==> config.mk <==
export PLATFORM = sky130hd
export DESIGN_NAME = reabastecedor_rolhas
export DESIGN_NICKNAME = d
export VERILOG_FILES = /design/src/rtl/rolhas_pkg.sv /design/src/rtl/estoque_bcd.sv /design/src/rtl/reabastecedor_rolhas.sv
export SDC_FILE = /design/constraint.sdc
export NUM_CORES = 1
export LEC_CHECK = 0
export CORE_AREA = 2 2 39 41
export DETAILED_ROUTE_END_ITERATION = 8
export DIE_AREA = 0 0 41 43
export MAX_ROUTING_LAYER = met4
export PLACE_DENSITY = 0.8
export SLEW_MARGIN = 25
export SYNTH_ARGS = -nofsm -noshare
export SYNTH_HDL_FRONTEND = slang
export SYNTH_SLANG_ARGS = --single-unit
==> constraint.sdc <==
create_clock -name clk -period 1.7 [get_ports clk]
set_clock_uncertainty 0.1 [all_clocks]
set_input_delay 0.255 -clock clk [delete_from_list [all_inputs] [get_ports clk]]
set_output_delay 0.255 -clock clk [all_outputs]
set_load 0.05 [all_outputs]
==> src/rtl/rolhas_pkg.sv <==
// Shared definitions for the cork-stock supplier: FSM encoding,
// default lot size and BCD digit width.
package rolhas_pkg;

    localparam int DIGITO_W = 4;

    // A lot is counted in whole tens of corks.
    localparam logic [3:0] LOTE_PADRAO_DEZENAS = 4'd2;
    localparam int         LOTE_PADRAO_ROLHAS  = 20;

    typedef enum logic [1:0] {
        ESPERA = 2'b00,
        PULSO  = 2'b01,
        TRAVA  = 2'b10
    } estado_t;

endpackage

==> src/rtl/estoque_bcd.sv <==
// Two-digit BCD warehouse stock with reload and tens-only debit.
module estoque_bcd
    import rolhas_pkg::*;
#(
    parameter logic [7:0] INICIAL = 8'h99,
    parameter logic [3:0] N       = LOTE_PADRAO_DEZENAS
) (
    input  logic                clk,
    input  logic                reset,
    input  logic                load,
    input  logic                debita,
    output logic [DIGITO_W-1:0] dezenas,
    output logic [DIGITO_W-1:0] unidades,
    output logic                insuficiente
);

    logic [DIGITO_W-1:0] dezenas_d;
    logic [DIGITO_W-1:0] dezenas_q;
    logic [DIGITO_W-1:0] unidades_d;
    logic [DIGITO_W-1:0] unidades_q;

    // Reload wins over a debit on the same edge.
    always_comb begin
        dezenas_d  = dezenas_q;
        unidades_d = unidades_q;
        if (load) begin
            dezenas_d  = INICIAL[7:4];
            unidades_d = INICIAL[3:0];
        end else if (debita) begin
            dezenas_d = dezenas_q - N;
        end
    end

    always_ff @(posedge clk or posedge reset) begin
        if (reset) begin
            dezenas_q  <= INICIAL[7:4];
            unidades_q <= INICIAL[3:0];
        end else begin
            dezenas_q  <= dezenas_d;
            unidades_q <= unidades_d;
        end
    end

    assign dezenas      = dezenas_q;
    assign unidades     = unidades_q;
    assign insuficiente = (dezenas_q < N);

endmodule

==> src/rtl/reabastecedor_rolhas.sv <==
// Tray refill supplier: one 20-cork lot per low-stock event,
// debited from a BCD stock, with an interlock until the tray refills.
module reabastecedor_rolhas
    import rolhas_pkg::*;
#(
    parameter logic [7:0] ESTOQUE_INICIAL = 8'h99,
    parameter logic [3:0] LOTE_DEZENAS    = LOTE_PADRAO_DEZENAS
) (
    input  logic                clk,
    input  logic                reset,
    input  logic                CR,
    input  logic                BZ,
    input  logic                recarga,
    output logic                reabastecer,
    output logic                EV,
    output logic [DIGITO_W-1:0] unidades_estoque,
    output logic [DIGITO_W-1:0] dezenas_estoque,
    output logic [3:0]          lotes
);

    estado_t    state_d;
    estado_t    state_q;
    logic       reab_d;
    logic       reab_q;
    logic [3:0] lotes_d;
    logic [3:0] lotes_q;
    logic       ev;
    logic       debita;

    assign debita = (state_q == PULSO);

    estoque_bcd #(
        .INICIAL (ESTOQUE_INICIAL),
        .N       (LOTE_DEZENAS)
    ) u_estoque (
        .clk          (clk),
        .reset        (reset),
        .load         (recarga),
        .debita       (debita),
        .dezenas      (dezenas_estoque),
        .unidades     (unidades_estoque),
        .insuficiente (ev)
    );

    // A pending request is held off while the stock cannot cover a lot.
    always_comb begin
        state_d = state_q;
        case (state_q)
            ESPERA:  if ((CR | BZ) & ~ev) state_d = PULSO;
            PULSO:   state_d = TRAVA;
            TRAVA:   if (!CR && !BZ) state_d = ESPERA;
            default: state_d = ESPERA;
        endcase
    end

    always_comb begin
        lotes_d = lotes_q;
        if (debita) lotes_d = lotes_q + 4'd1;
        reab_d = (state_d == PULSO);
    end

    always_ff @(posedge clk or posedge reset) begin
        if (reset) begin
            state_q <= ESPERA;
            reab_q  <= 1'b0;
            lotes_q <= 4'd0;
        end else begin
            state_q <= state_d;
            reab_q  <= reab_d;
            lotes_q <= lotes_d;
        end
    end

    assign reabastecer = reab_q;
    assign EV          = ev;
    assign lotes       = lotes_q;

endmodule
Word level (Yosys, flattened, before mapping)
Cells that the tools add are included.
W data, S select, Z words.
Cells by class
  add/subtract/negate cells: 2
  order comparisons: 1
  equality and inequality tests: 3
  muxes and demuxes: 5
  bitwise logic cells: 3
  reduce and logical (&&, ||, !) cells: 5
Operators with widths (count)
  $mux W4: 2
  $pmux W2 S3: 1
  $add A4 B1 Y4 const B: 1
  $eq A2 B1 Y1 const B: 2
  $lt A4 B2 Y1 const B: 1
  $mux W2: 2
  $sub A4 B2 Y4 const B: 1
  $eq A2 B2 Y1 const B: 1
  $logic_not A1 Y1: 2
  $logic_not A2 Y1: 1
  $reduce_bool A2 Y1: 1
  $and A1 B1 Y1: 1
  $logic_and A1 B1 Y1: 1
  $not A1 Y1: 1
  $or A1 B1 Y1: 1
Word-level totals
  flip-flop bits (word level): 11
  bits of input ports: 5
  output and inout bits: 14
  logic and storage cells: 23

Depth between registers and ports, before layout
  depth in word-level cells: 6
  gate-level depth with buffers: 4
  depth with buffers taken out: 4

Modules after synthesis
From an unflattened synthesis, not the netlist that was laid out.
Unflattened totals
  cell total of the unflattened synthesis: 46
  area total of the unflattened synthesis: 543.0 um^2
Modules (own cells, without submodules)
  reabastecedor_rolhas: instances 1, cells an instance 22, area each 319.1 um^2, seq. area each 175.2 um^2
  estoque_bcd: instances 1, cells an instance 24, area each 224.0 um^2, seq. area each 102.6 um^2

Worst setup path after synthesis
No wires, ideal clock.
  kind: register to register
  start: register u_estoque.dezenas_q[1], in the netlist u_estoque.dezenas[1]
  end: register reab_q, in the netlist reabastecer
  setup time: 0.190 ns
  data arrival time: 1.925 ns
  data required time: 1.410 ns
  path slack: -0.516 ns
  stages on the path, launching flop included: 3
  path buffers: 0
  period minus slack after synthesis: 2.216 ns
  cells stage by stage: dfrtp_1 > nor3_1 > nor4_1
On the way
  word-level cells in the longest chain between the ends: 6
Ends and longest elaborated chain
  start, declared: line estoque_bcd.sv:18  | logic [DIGITO_W-1:0] dezenas_q;
  start signal, assigned: line estoque_bcd.sv:36  | dezenas_q <= INICIAL[7:4];
  start signal, assigned: line estoque_bcd.sv:39  | dezenas_q <= dezenas_d;
  $lt A4 B2 Y1: line estoque_bcd.sv:46  | assign insuficiente = (dezenas_q < N);
  via EV: line reabastecedor_rolhas.sv:15  | output logic EV,
  $not A1 Y1: line reabastecedor_rolhas.sv:49  | ESPERA: if ((CR | BZ) & ~ev) state_d = PULSO;
  $and A1 B1 Y1: line reabastecedor_rolhas.sv:49
  $mux W2: line reabastecedor_rolhas.sv:49
  $pmux W2 S3: line reabastecedor_rolhas.sv:48  | case (state_q)
  $eq A2 B1 Y1: line reabastecedor_rolhas.sv:59  | reab_d = (state_d == PULSO);
  via reab_d: line reabastecedor_rolhas.sv:23  | logic reab_d;
  end signal, assigned: line reabastecedor_rolhas.sv:69  | reab_q <= reab_d;
  end, declared: line reabastecedor_rolhas.sv:24  | logic reab_q;
The timed path passes the listed nets, and every way through them passes these cells.
A chain may end at the register's enable or synchronous reset.

Worst setup path after layout
  start: register u_estoque.dezenas_q[1], in the netlist u_estoque.dezenas[1]
  end: output EV
On the way
  word-level cells in the longest chain between the ends: 1
Ends and longest elaborated chain (line)
  $lt A4 B2 Y1: estoque_bcd.sv:46
  end, declared: reabastecedor_rolhas.sv:15
Every way passes these cells.

==> out/qor.yml <==
grt_util_all_layers: 0.133
path_delay_family: "flip-flops"
setup_viol: 0
post-layout-total-power_mw: 1.75
placed_area_sq_um: 744
netlist_area_sq_um: 544
fin_area_sq_um: 771
register_area_sq_um: 278
arrival_ns: 1.21
die_x_microns: 41
worst_setup_path_end_kind: "output port"
final_max_slew_viol_count: 0
syn_to_final_growth_pct: 41.6
multi_input_area_sq_um: 233
core_sq_um: 1380
cts_tree: "built"
clk-insertion-delay-late_ns: 0.26
yosys-top-cells-area: "dfrtp_1, dfstp_2, buf_4, ha_1, nand4_4"
ys_ff_latch: 11
cp-startpoint: "u_estoque.dezenas[1]"
drt_iter0_drc: 2
final_cell_mix: "dfrtp_1, buf_12, conb_1, clkdlybuf4s50_1"
syn_avg_cell_area_sq_um: 12.4
grt.overflow.total: 0
wl_per_cell_microns: 10.8
r2r_slack_ns: 0.41
start_kind: "register"
die-area_sq_um: 1760
clkSinkCount: 11
period_needed_ns: 1.56
gp_congestion: 0.615
fin_tns_setup_ns: 0
nets: 67
critical-path-max-stage-delay_ns: 0.47
synthDominantCellAreaShare: 0.414
start_util: 0.393
p_leak_nw: 0.347
mostFrequentLayoutCell: "dfrtp_1"
cts_hold_buf: 0
crit_required_ns: 1.34
yosysTopAreaCell: "dfrtp_1"
cts-resized-gates: 0
reg2regPathDepth: 2
die_h_microns: 43
maxCapViolCount: 0
drc: 0
yosysWarnings: 0
vias_per_cell: 4.53
drt-pass1-iter-count: 4
grt_pass1_vias: 361
max_freq_ghz: 0.640
num_io_pins: 19
criticalPathCategory: "register to output port"
cts.clk_slew.worst_paths_ns: 0.07
drive_gt1_frac: 0.424
power_density_nw_per_um2: 2270
yosysSeqAreaShare: 0.510
hold_viol_final: 0
numCtsBuffers: 3
worstPathMaxFanout: 4
diodes: 0
hpwl_microns: 618
drt-total-wl_microns: 808
critPathSlowestCell: "dfrtp_1"
yosysUniqueCellTypes: 24
cts_max_level: 1
grt_pass1_wl_mm: 1.48
post-route-period-util: 0.920
antenna_found_initial: 0
worstPathCellList: "nor3_4 -> buf_12"
synthCells: 44
hold_path.class: "input pin to async pin"
grt_max_degree: 12
antenna_left: 0
irDropWorstVdd_mv: 1.18
vias: 340
cts_root_buf: "clkbuf_4"
fill_cells: 121
r2r-end: "lotes[1]"
rsz0062_at_grt: "false"
rows: 14
worst-path-buf-inv: 1
status: "finished clean"
postCtsSetupBuffers: 0
port_buffers: 14
reg2reg_from: "state_q[1]"
cts_max_path_buffers: 2
==> worst max-delay path by stage <==
stage | end | slack (ns) | cells past startpoint
2_1_floorplan | EV | 0.17 | 1
3_3_place_gp | state_q[1] | 0.41 | 4
3_5_place_dp | state_q[1] | 0.38 | 4
4_1_cts | EV | 0.11 | 2
5_1_grt | EV | 0.07 | 2
6_report | EV | 0.14 | 2
==> layout make-up <==
cell class,count,area share
Inverter,3,0.0146
Tap cell,16,0.0260
Sequential cell,11,0.360
Clock buffer,4,0.0341
Multi-Input combinational cell,27,0.302
Timing Repair Buffer,14,0.263
==> metal layers <==
metal	up-vias	GRT usage	routed length (microns)
met5	-	-	0
met4	0	0.0200	0
met3	0	0.0942	84
met2	16	0.178	407
met1	159	0.165	316
li1	165	-	-
==> per-stage QoR <==
stage / hold WS [ns] / instances / util / worst slack (ns)
final: 0.175 / 75 / 0.557 / 0.136
after global placement: 0.378 / 71 / 0.538 / 0.410
after floorplan: 0.00601 / 46 / - / 0.166
after CTS: 0.181 / 75 / 0.557 / 0.112
after detailed placement: 0.387 / 71 / 0.538 / 0.382
after global routing: 0.213 / 75 / 0.557 / 0.0708
==> Yosys cell counts <==
cell type	number
nor3_1	1
xnor2_2	1
buf_6	1
o21bai_2	1
dfrtp_1	9
inv_1	3
and3_1	1
a211oi_2	1
nor2_2	1
dfstp_2	2
nand2_1	1
a21o_2	1
xnor2_1	2
buf_4	4
or2_2	1
nand4_4	1
nor4_1	2
ha_1	2
mux2_4	1
xor2_1	1
conb_1	2
nor2_1	3
a21oi_1	1
nor2b_4	1
==> sequential cells by signal, indices dropped and copies added (netlist names) <==
name and flops:
u_estoque.dezenas 4, lotes 4, state_q 2, reabastecer 1
==> report_power, final <==
group | total [mW] | internal, mW | switching, mW
registers | 0.561 | 0.381 | 0.180
logic | 1.02 | 0.468 | 0.547
clock network | 0.174 | 0.0908 | 0.0832
==> cell families (layout without fill, tap and decap cells) <==
family,count (synthesis),in the layout,share of synthesized area
flip-flops,11,11,0.510
AND/OR/NAND/NOR,12,12,0.159
adder cells (fa/ha/maj),2,2,0.0460
buffers and inverters,8,21,0.0966
other,2,4,0.0138
multiplexers,1,1,0.0276
AO/OA/AOI/OAI,4,4,0.0690
XOR/XNOR,4,4,0.0782
Power figures use the tool's default switching activity.
